===== src/rtl/debounce_scheduler_if.sv =====
// debounce_scheduler_if: button bus between pins and the debouncer.
// i_data raw levels in; o_data/o_press/o_release/o_busy/o_active_ch out.
interface debounce_scheduler_if #(
  parameter int NUM_CH = 4
);
  localparam int CH_W = $clog2(NUM_CH);

  logic [NUM_CH-1:0] i_data;
  logic [NUM_CH-1:0] o_data;
  logic [NUM_CH-1:0] o_press;
  logic [NUM_CH-1:0] o_release;
  logic              o_busy;
  logic [CH_W-1:0]   o_active_ch;

  modport master (
    output i_data,
    input  o_data,
    input  o_press,
    input  o_release,
    input  o_busy,
    input  o_active_ch
  );

  modport slave (
    input  i_data,
    output o_data,
    output o_press,
    output o_release,
    output o_busy,
    output o_active_ch
  );
endinterface


===== src/rtl/debounce_scheduler.sv =====
// debounce_scheduler: NUM_CH button debouncer sharing one round-robin timer.
// Ports: i_Clk, i_Rst (async high), bus (slave: i_data in, filtered/events out).
module debounce_scheduler #(
  parameter int NUM_CH        = 4,
  parameter int c_COUNT_LIMIT = 250000,
  parameter int CNT_W         = 18
) (
  input logic                  i_Clk,
  input logic                  i_Rst,
  debounce_scheduler_if.slave  bus
);
  localparam int CH_W = $clog2(NUM_CH);

  localparam logic [0:0] S_IDLE   = 1'b0;
  localparam logic [0:0] S_TIMING = 1'b1;

  logic [NUM_CH-1:0] r_sync1;
  logic [NUM_CH-1:0] r_sync2;
  logic [NUM_CH-1:0] r_data;
  logic [NUM_CH-1:0] r_press;
  logic [NUM_CH-1:0] r_release;
  logic [CH_W-1:0]   r_active;
  logic [CH_W-1:0]   r_rr_ptr;
  logic [CNT_W-1:0]  r_cnt;
  logic [0:0]        r_state;

  logic [NUM_CH-1:0] w_pend;
  logic              w_found;
  logic [CH_W-1:0]   w_grant;
  logic [CH_W-1:0]   w_idx;
  logic [CH_W-1:0]   w_next;
  logic              w_last;

  assign w_pend = r_sync2 ^ r_data;
  assign w_last = (r_cnt == CNT_W'(c_COUNT_LIMIT - 1));
  assign w_next = (r_active == CH_W'(NUM_CH - 1)) ?
                  '0 : r_active + CH_W'(1);

  // First pending channel at or above rr_ptr, wrapping.
  always_comb begin
    w_found = 1'b0;
    w_grant = '0;
    w_idx   = '0;
    for (int i = 0; i < NUM_CH; i++) begin
      w_idx = CH_W'((int'(r_rr_ptr) + i) % NUM_CH);
      if (!w_found && w_pend[w_idx]) begin
        w_found = 1'b1;
        w_grant = w_idx;
      end
    end
  end

  always_ff @(posedge i_Clk or posedge i_Rst) begin
    if (i_Rst) begin
      r_sync1   <= '0;
      r_sync2   <= '0;
      r_data    <= '0;
      r_press   <= '0;
      r_release <= '0;
      r_active  <= '0;
      r_rr_ptr  <= '0;
      r_cnt     <= '0;
      r_state   <= S_IDLE;
    end else begin
      r_sync1   <= bus.i_data;
      r_sync2   <= r_sync1;
      r_press   <= '0;
      r_release <= '0;
      unique case (r_state)
        S_IDLE: begin
          if (w_found) begin
            r_active <= w_grant;
            r_cnt    <= '0;
            r_state  <= S_TIMING;
          end
        end
        S_TIMING: begin
          if (w_pend[r_active]) begin
            if (w_last) begin
              r_data[r_active] <= r_sync2[r_active];
              if (r_sync2[r_active])
                r_press[r_active] <= 1'b1;
              else
                r_release[r_active] <= 1'b1;
              r_rr_ptr <= w_next;
              r_cnt    <= '0;
              r_state  <= S_IDLE;
            end else begin
              r_cnt <= r_cnt + CNT_W'(1);
            end
          end else begin
            // Bounced back to the filtered level: drop it quietly.
            r_rr_ptr <= w_next;
            r_cnt    <= '0;
            r_state  <= S_IDLE;
          end
        end
        default: r_state <= S_IDLE;
      endcase
    end
  end

  assign bus.o_data      = r_data;
  assign bus.o_press     = r_press;
  assign bus.o_release   = r_release;
  assign bus.o_busy      = (r_state == S_TIMING);
  assign bus.o_active_ch = r_active;
endmodule


===== src/flat_wrapper.sv =====
// flat-port wrapper written by rule: the top's interface ports become plain ports
module debounce_scheduler_flat 
#(
  parameter int NUM_CH        = 4,
  parameter int c_COUNT_LIMIT = 250000,
  parameter int CNT_W         = 18
)
  (i_Clk, i_Rst, bus_i_data, bus_o_data, bus_o_press, bus_o_release, bus_o_busy, bus_o_active_ch);
  debounce_scheduler_if #(.NUM_CH(NUM_CH)) bus_i ();
  input logic i_Clk;
  input logic i_Rst;
  input wire logic [$bits(bus_i.i_data)-1:0] bus_i_data;
  output wire logic [$bits(bus_i.o_data)-1:0] bus_o_data;
  output wire logic [$bits(bus_i.o_press)-1:0] bus_o_press;
  output wire logic [$bits(bus_i.o_release)-1:0] bus_o_release;
  output wire logic [$bits(bus_i.o_busy)-1:0] bus_o_busy;
  output wire logic [$bits(bus_i.o_active_ch)-1:0] bus_o_active_ch;
  assign bus_i.i_data = bus_i_data;
  assign bus_o_data = bus_i.o_data;
  assign bus_o_press = bus_i.o_press;
  assign bus_o_release = bus_i.o_release;
  assign bus_o_busy = bus_i.o_busy;
  assign bus_o_active_ch = bus_i.o_active_ch;
  debounce_scheduler #(.NUM_CH(NUM_CH), .c_COUNT_LIMIT(c_COUNT_LIMIT), .CNT_W(CNT_W)) u_core (.i_Clk(i_Clk), .i_Rst(i_Rst), .bus(bus_i));
endmodule

===== config.mk =====
export PLATFORM = sky130hd
export DESIGN_NAME = debounce_scheduler_flat
export DESIGN_NICKNAME = d
export VERILOG_FILES = /design/src/rtl/debounce_scheduler_if.sv /design/src/rtl/debounce_scheduler.sv /design/src/flat_wrapper.sv
export SDC_FILE = /design/constraint.sdc
export NUM_CORES = 1
export LEC_CHECK = 0
export ABC_AREA = 1
export CORE_MARGIN = 8
export CORE_UTILIZATION = 40
export CTS_BUF_LIST = sky130_fd_sc_hd__clkbuf_16
export CTS_CLUSTER_SIZE = 16
export DETAILED_ROUTE_END_ITERATION = 10
export REMOVE_ABC_BUFFERS = 1
export SYNTH_ARGS = -nofsm -noshare
export SYNTH_HDL_FRONTEND = slang
export SYNTH_SLANG_ARGS = --single-unit

===== constraint.sdc =====
create_clock -name i_Clk -period 1.6 [get_ports i_Clk]
set_input_delay 0.32 -clock i_Clk [delete_from_list [all_inputs] [get_ports i_Clk]]
set_output_delay 0.32 -clock i_Clk [all_outputs]
set_load 0.01 [all_outputs]

==> impl_results.md, run 1 <==
- Seq/Total Area, Yosys: 42.34%
- Worst Path Arrival: around 1.9 ns
- Clock network latency to the later pin of the worst-skew pair: approximately 0.28 ns
- Critical path, cell by cell: inv_4 -> nand3_2 -> nand3_1 -> nand2_2 -> inv_2 -> nor2_4 -> nand2_4 -> nor2_8 -> buf_12 -> nand2_1 -> nand2_1
- FF-to-FF path depth: 11
- Distinct cell type count after synthesis: 34
- CP Buf/Inv Count: 3
- Via/cell ratio: just under 5
- Most used cell along the critical path: sky130_fd_sc_hd__nand2_1
- Async SR Flop Fraction: between 90% and 100%
- Buffers on Ports: 20
- Endpoint of the most critical register-to-register path: u_core.r_cnt[15]
- First-pass DRT Iterations: 4
- Clock buffer count from CTS: 5
- Total wire length: between 6000 and 7000 um
- PD cells: about 1300 nW/um2
- Mapped Cells: 334
- GR Util All Layers: between 10 and 15%
- CTS clk-pin slew, worst paths: 0.06 ns
- Worst Skew: roughly 0.0043 ns
- Count of maximum capacitance violations: 0
- Max H-tree Level: 2
- Post-route insts no fill: approximately 490
- Die height: 95.71 um
- Max Root-Sink Buffers: 2
- Slew margin rel.: 62.05%
- Worst setup slack before clock tree synthesis: -0.1679 ns
- Number of hold violations in the final report: 0
- Min cycle time layout: around 1.7 ns
- Worst setup EP type: flip-flop
- Largest net degree at the start of global routing: 18
- Number of vias in the routed layout: between 2000 and 2500
- Std-Cell Rows: 29
- Met3 wire len: between 200 and 250 um
- Flop and latch count out of synthesis: 43
- Total number of cells along the worst setup path: 11
- Core area: between 6000 and 7000 um2
- Die Area: 9159 um2
- DP Area: 3228 um2
- DR WL/cell: roughly 13 um
- Final worst-path cycle share: 103.8%
- Fraction of layout cells with a size suffix above 1: 34.22%
- Wire length on met1: about 2700 um
- Failing checks: negative setup slack
- Placed instance count: roughly 480
- YS warnings: 0
- Count of pins over their slew limit: 0
- Number of synthesized flops with an enable pin: 0
- Most used flip-flop cell after synthesis: sky130_fd_sc_hd__dfrtp_1
- Initial standard-cell utilization of the core: slightly above 40%
- Maximum fanout along the worst path: 12
- Static Leak: between 0.0015 and 0.002 uW
- Antenna violations before repair: 0
- Worst Tran Pin Value: approximately 0.57 ns
- Hold-fix buffers, CTS: 0
- Hold Path Class: in -> async
- Detail Placement HPWL: roughly 4700 um
- Root buffer cell: sky130_fd_sc_hd__clkbuf_16
- Status: finished, violations left
- Beginning of the worst register-to-register path: u_core.r_rr_ptr[0]
- Total congestion overflow: 0
- Clock tree from TritonCTS: built
- Die span in x: roughly 96 um
- Number of nets at the end of the flow: ~430
- Highest metal used: met4
- Class of the most critical setup path: reg -> reg
- Synth-to-Final Area Change: 47.07%
- Maximum operating frequency: 601.9 MHz
- Final setup viols: 19
- Summed instance area of the synthesized netlist: around 2500 um2
- Critical path data required time: 1.82 ns
- Via count of the first global-routing pass: between 2000 and 2500
- Slowest stage cell, crit path: sky130_fd_sc_hd__dfrtp_2
- Count of routing violations after the opening detailed-route iteration: 60
- Mean cell area of the mapped netlist: around 7.6 um2
- Final ANT Viol Nets: 0
- Delay of the slowest critical-path stage: between 0.5 and 0.6 ns
- R2R setup slack: -0.06 ns
- Cell family with the largest share of critical-path delay: simple AND/OR/NAND/NOR gates
- Finished Cell Area: 3737 um2
- Number of antenna repair diodes: 0
- Routability congestion estimate: ~0.86
- Ports placed on the boundary: 21
- Clock sink count: 43
- Layout filler cell count: 555
- Routed length on met2: ~3300 um
- Setup slack after layout: -0.06144 ns
- Remaining design rule violation count: 0
- First-pass GRT wire length: around 10000 um
- Setup repair after global routing missed its margin: yes
- Critical path launch point type: flip-flop
- Worst IR drop on VDD: 0.9324 mV
## per-layer routing
metal  GRT usage (%)  up-vias
li1                -     1225
met5               0        -
met4           4.353        0
met3           2.808       10
met1           16.22     1138
met2           25.60       36
## cells in the mapped netlist, types with 2 or more instances
cell type                   n  share of area, %
sky130_fd_sc_hd__nand4_1   13               3.2
sky130_fd_sc_hd__inv_1     42               6.2
sky130_fd_sc_hd__buf_2      3              0.59
sky130_fd_sc_hd__nand3_2    2              0.79
sky130_fd_sc_hd__dfrtp_1   43                42
sky130_fd_sc_hd__ha_1       5               2.5
sky130_fd_sc_hd__xor2_1     3               1.0
sky130_fd_sc_hd__a21oi_1    2              0.39
sky130_fd_sc_hd__nand3_1   41               8.1
sky130_fd_sc_hd__or2_2      2              0.49
sky130_fd_sc_hd__nand2_2    9               2.2
sky130_fd_sc_hd__nor4_1     2              0.49
sky130_fd_sc_hd__o21ai_0    6               1.2
sky130_fd_sc_hd__xnor2_1    2              0.69
sky130_fd_sc_hd__nand2_1   99                15
sky130_fd_sc_hd__nor3_1     7               1.4
sky130_fd_sc_hd__nand2_4    4               1.8
sky130_fd_sc_hd__nor2_1    32               4.7
sky130_fd_sc_hd__nand3b_1   2              0.59
## metrics by stage
step           utilization, %  power, uW  hold WS (ns)  TNS (ns)
2_1_floorplan               -       2548        0.3312    -1.695
3_3_place_gp            51.72       3426        0.3338    -1.782
3_5_place_dp            51.72       3441        0.3378    -2.975
4_1_cts                 55.21       4687        0.3391   -0.5584
5_1_grt                 59.88       5338        0.3458    -3.869
6_report                59.88       5019        0.3313   -0.7764
## cells by family after synthesis
logic type                 after synthesis  synth area share (%)
and+or+nand+nor                        218                 40.52
AOI/OAI and AO/OA                       11                 2.511
DFF                                     43                 42.34
adders and majority gates                5                 2.462
buffers and inverters                   50                 8.715
xor gates and xnor gates                 7                 3.447
## registers in the layout (all words and copies together) (netlist names)
name and flops:
u_core.bus.o_release 4, u_core.bus.o_data 4, u_core.r_cnt 18, u_core.bus.o_busy 1
u_core.r_sync1 4, u_core.r_sync2 4, u_core.bus.o_active_ch 2, u_core.bus.o_press 4
u_core.r_rr_ptr 2
## cells in the final DEF, fill, tap and decap left out, drive strengths merged, types with 2 or more instances in the layout
cell type,netlist,routed
or2,2,2
ha,5,5
clkinv,0,2
nand3,43,43
nor3,8,8
clkdlybuf4s50,0,16
dlygate4sd2,0,3
xnor2,3,3
o21ai,6,6
xor2,4,4
nor4,2,2
buf,6,60
dfrtp,43,43
nand2,112,112
nor2,34,34
nand3b,2,2
a21oi,2,2
inv,43,42
nand4,13,13
clkbuf,1,5
## how the worst max path moves through the flow
stage	slack, ns	end	startpoint
after floorplan	-0.11	u_core.r_cnt[15]	u_core.r_rr_ptr[0]
after global placement	-0.11	u_core.bus.o_busy	u_core.r_rr_ptr[0]
after detailed placement	-0.17	u_core.r_cnt[11]	u_core.r_rr_ptr[0]
after CTS	-0.05	u_core.r_cnt[15]	u_core.r_rr_ptr[0]
after global routing	-0.22	u_core.r_cnt[15]	u_core.bus.o_data[1]
final	-0.06	u_core.r_cnt[15]	u_core.r_rr_ptr[0]
## area by class of cell
class                           instances  area, um2  area share, %
Multi-Input combinational cell        241       1501          40.17
Sequential cell                        43       1081          28.93
Timing Repair Buffer                   80      718.2          19.22
Inverter                               43      168.9          4.520
Clock buffer                            5      125.1          3.348
Tap cell                               77      96.34          2.578
Clock inverter                          3      46.29          1.239
## what timing repair did
item	CTS	global route
setup buffers	2	5
hold endpoints to repair	0	0
pin swaps	6	14
setup endpoints to repair	32	34
resized for setup	15	65
## power breakdown
part	total (uW)	internal, uW	switching (uW)
logic	2430	1100	1330
clock network	1180	742	437
registers	1410	1200	219
total	5020	3040	1980
Note: power is estimated with default switching activity, not from simulation.
==> inputs of run 2 (changes only) <==
ABC_CLOCK_PERIOD_IN_PS = 1600   (was not set)
CAP_MARGIN = 15   (was not set)
==> results of run 2 <==
Final layout, timing and power as in run 1 (identical DEF).
==> inputs of run 3 (changes only) <==
SKIP_CTS_REPAIR_TIMING = 1   (was not set)
==> impl_results.md, run 3 (synthesis results as in run 1) <==
- Status: finished, violations left
- Failing checks: negative setup slack
- Worst Skew: 0.006818 ns (+0.002560 ns)
- Most flops, register: u_core.r_cnt
- First-pass GRT wire length: 10010 um (-2.2%)
- Worst setup slack before clock tree synthesis: -0.1679 ns (unchanged)
- CP Buf/Inv Count: 3 (unchanged)
- Std-Cell Rows: 29 (unchanged)
- GR Util All Layers: 13.78% (-0.32 points)
- Maximum operating frequency: 594.3 MHz (-1.3%)
- Class of the most critical setup path: reg -> reg
- Die Area: 9159 um2 (unchanged)
- Final worst-path cycle share: 105.2% (+1.3 points)
- Die span in x: 95.71 um (unchanged)
- Clock sink count: 43 (unchanged)
- Slew margin rel.: 62.30% (+0.25 points)
- Initial standard-cell utilization of the core: 40.72% (unchanged)
- Setup repair after global routing missed its margin: yes
- Total congestion overflow: 0 (unchanged)
- R2R setup slack: -0.08 ns (-0.02 ns)
- Commonest cells after routing, fill and taps aside: 86 x sky130_fd_sc_hd__nand2_1, 51 x sky130_fd_sc_hd__buf_4, 37 x sky130_fd_sc_hd__inv_1, 37 x sky130_fd_sc_hd__dfrtp_1, 27 x sky130_fd_sc_hd__nand3_1
- Largest net degree at the start of global routing: 18 (unchanged)
- First-pass DRT Iterations: 4 (unchanged)
- Maximum fanout along the worst path: 12 (unchanged)
- Min cycle time layout: 1.683 ns (+0.02127 ns)
- Synth-to-Final Area Change: 48.01%
- Most frequent standard cell in the layout excluding fill and tap cells: sky130_fd_sc_hd__nand2_1
- Count of pins over their slew limit: 0 (unchanged)
- Via/cell ratio: 4.978 (+1.7%)
- Number of flip-flops under the largest register name: 18 (unchanged)
- Max H-tree Level: 2 (unchanged)
- Final ANT Viol Nets: 0 (unchanged)
- Clock network latency to the later pin of the worst-skew pair: 0.29 ns (about the same)
- Max Root-Sink Buffers: 2 (unchanged)
- Core area: 6241 um2 (unchanged)
- PD cells: 1392 nW/um2 (+3.6%)
- Detail Placement HPWL: 4670 um (unchanged)
- Number of hold violations in the final report: 0 (unchanged)
- Number of vias in the routed layout: 2449 (+1.7%)
- Buffers on Ports: 20 (unchanged)
- FF-to-FF path depth: 11 (unchanged)
- Most used cell along the critical path: sky130_fd_sc_hd__nand2_1
- Worst IR drop on VDD: 1.004 mV (+7.7%)
- Layout filler cell count: 553 (-0.36%)
- Hold slack: 0.3274 ns (-0.003870 ns)
- Delay of the slowest critical-path stage: 0.57 ns (about the same)
- Number of nets at the end of the flow: 425 (unchanged)
- Final setup viols: 19 (unchanged)
- Clock tree from TritonCTS: built
- Via count of the first global-routing pass: 2286 (-1.7%)
- Count of maximum capacitance violations: 0 (unchanged)
- DR WL/cell: 13.19 um (+2.2%)
- Area of the multi-input gates: 1503 um2 (about the same)
- Worst Tran Pin Value: 0.5621 ns (-0.003725 ns)
- Count of routing violations after the opening detailed-route iteration: 66 (+10%)
- Root buffer cell: sky130_fd_sc_hd__clkbuf_16
- Routability congestion estimate: 0.8552 (unchanged)
- Hold Path Class: in -> async
- Setup slack after layout: -0.08272 ns (-0.02127 ns)
- Worst setup EP type: flip-flop
- CTS clk-pin slew, worst paths: 0.07 ns (about the same)
- Number of antenna repair diodes: 0 (unchanged)
- Total wire length: 6488 um (+2.2%)
- Endpoint of the most critical register-to-register path: u_core.r_cnt[15]
- Remaining design rule violation count: 0 (unchanged)
- Ports placed on the boundary: 21 (unchanged)
- Beginning of the worst register-to-register path: u_core.r_rr_ptr[0]
- Static Leak: 0.001941 uW (+5.0%)
- Worst Path Arrival: 1.90 ns (+0.02 ns)
- Clock buffer count from CTS: 5 (unchanged)
- Area used by sequential logic in the layout: 1084 um2 (+0.23%)
- Die height: 95.71 um (unchanged)
- Fraction of layout cells with a size suffix above 1: 34.46% (+0.24 points)
- Slowest stage cell, crit path: sky130_fd_sc_hd__dfrtp_2
- Critical path, cell by cell: inv_4 -> nand3_4 -> nand3_1 -> nand2_2 -> inv_2 -> nor2_4 -> nand2_4 -> nor2_8 -> buf_12 -> nand2_1 -> nand2_1
- Critical path data required time: 1.82 ns (about the same)
- Critical path launch point type: flip-flop
- Antenna violations before repair: 0 (unchanged)
- Cell family with the largest share of critical-path delay: simple AND/OR/NAND/NOR gates
[run 3: how the worst max path moves through the flow]
stage,from,end,depth (start not counted)
floorplan,u_core.r_rr_ptr[0],u_core.r_cnt[15],10
global placement,u_core.r_rr_ptr[0],u_core.bus.o_busy,10
detailed placement,u_core.r_rr_ptr[0],u_core.r_cnt[11],11
CTS,u_core.bus.o_active_ch[0],bus_o_active_ch[0],1
global route,u_core.bus.o_data[1],u_core.r_cnt[15],12
finish,u_core.r_rr_ptr[0],u_core.r_cnt[15],11
[run 3: worst reg2reg max path, stage by stage (launching register included)]
cell	delay (ns)
sky130_fd_sc_hd__dfrtp_2	0.57
sky130_fd_sc_hd__inv_4	0.11
sky130_fd_sc_hd__nand3_4	0.10
sky130_fd_sc_hd__nand3_1	0.10
sky130_fd_sc_hd__nand2_2	0.11
sky130_fd_sc_hd__inv_2	0.05
sky130_fd_sc_hd__nor2_4	0.13
sky130_fd_sc_hd__nand2_4	0.08
sky130_fd_sc_hd__nor2_8	0.11
sky130_fd_sc_hd__buf_12	0.15
sky130_fd_sc_hd__nand2_1	0.05
sky130_fd_sc_hd__nand2_1	0.06
[run 3: cell type report]
| class | count | area share [%] |
|---|---|---|
| inverter | 43 | 4.491 |
| clock buffer | 5 | 3.327 |
| tap | 77 | 2.562 |
| clock inverter | 3 | 1.231 |
| sequential | 43 | 28.81 |
| multi-input combinational | 241 | 39.95 |
| timing repair buffer | 80 | 19.63 |
[run 3: report_power, final]
part / total, uW / internal, uW / switching (uW)
combinational: 2630 / 1220 / 1410
clock: 1180 / 742 / 441
sequential: 1420 / 1200 / 224
[run 3: per-stage QoR]
| step | TNS, ns | power, uW | utilization [%] | instances | instance area, um2 |
|---|---|---|---|---|---|
| 2_1_floorplan | -1.695 | 2548 | - | 327 | 2484 |
| 3_3_place_gp | -1.782 | 3426 | 51.72 | 477 | 3228 |
| 3_5_place_dp | -2.975 | 3441 | 51.72 | 477 | 3228 |
| 4_1_cts | -3.814 | 4628 | 54.47 | 485 | 3400 |
| 5_1_grt | -3.895 | 5541 | 60.26 | 492 | 3761 |
| 6_report | -1.311 | 5234 | 60.26 | 492 | 3761 |
[run 3: routing by layer]
metal	wire length [um]	up-vias	track usage (%)
met5	0	-	0
met4	90	0	4.353
met3	285	11	2.886
met2	3438	60	25.03
met1	2674	1156	15.73
li1	-	1222	-
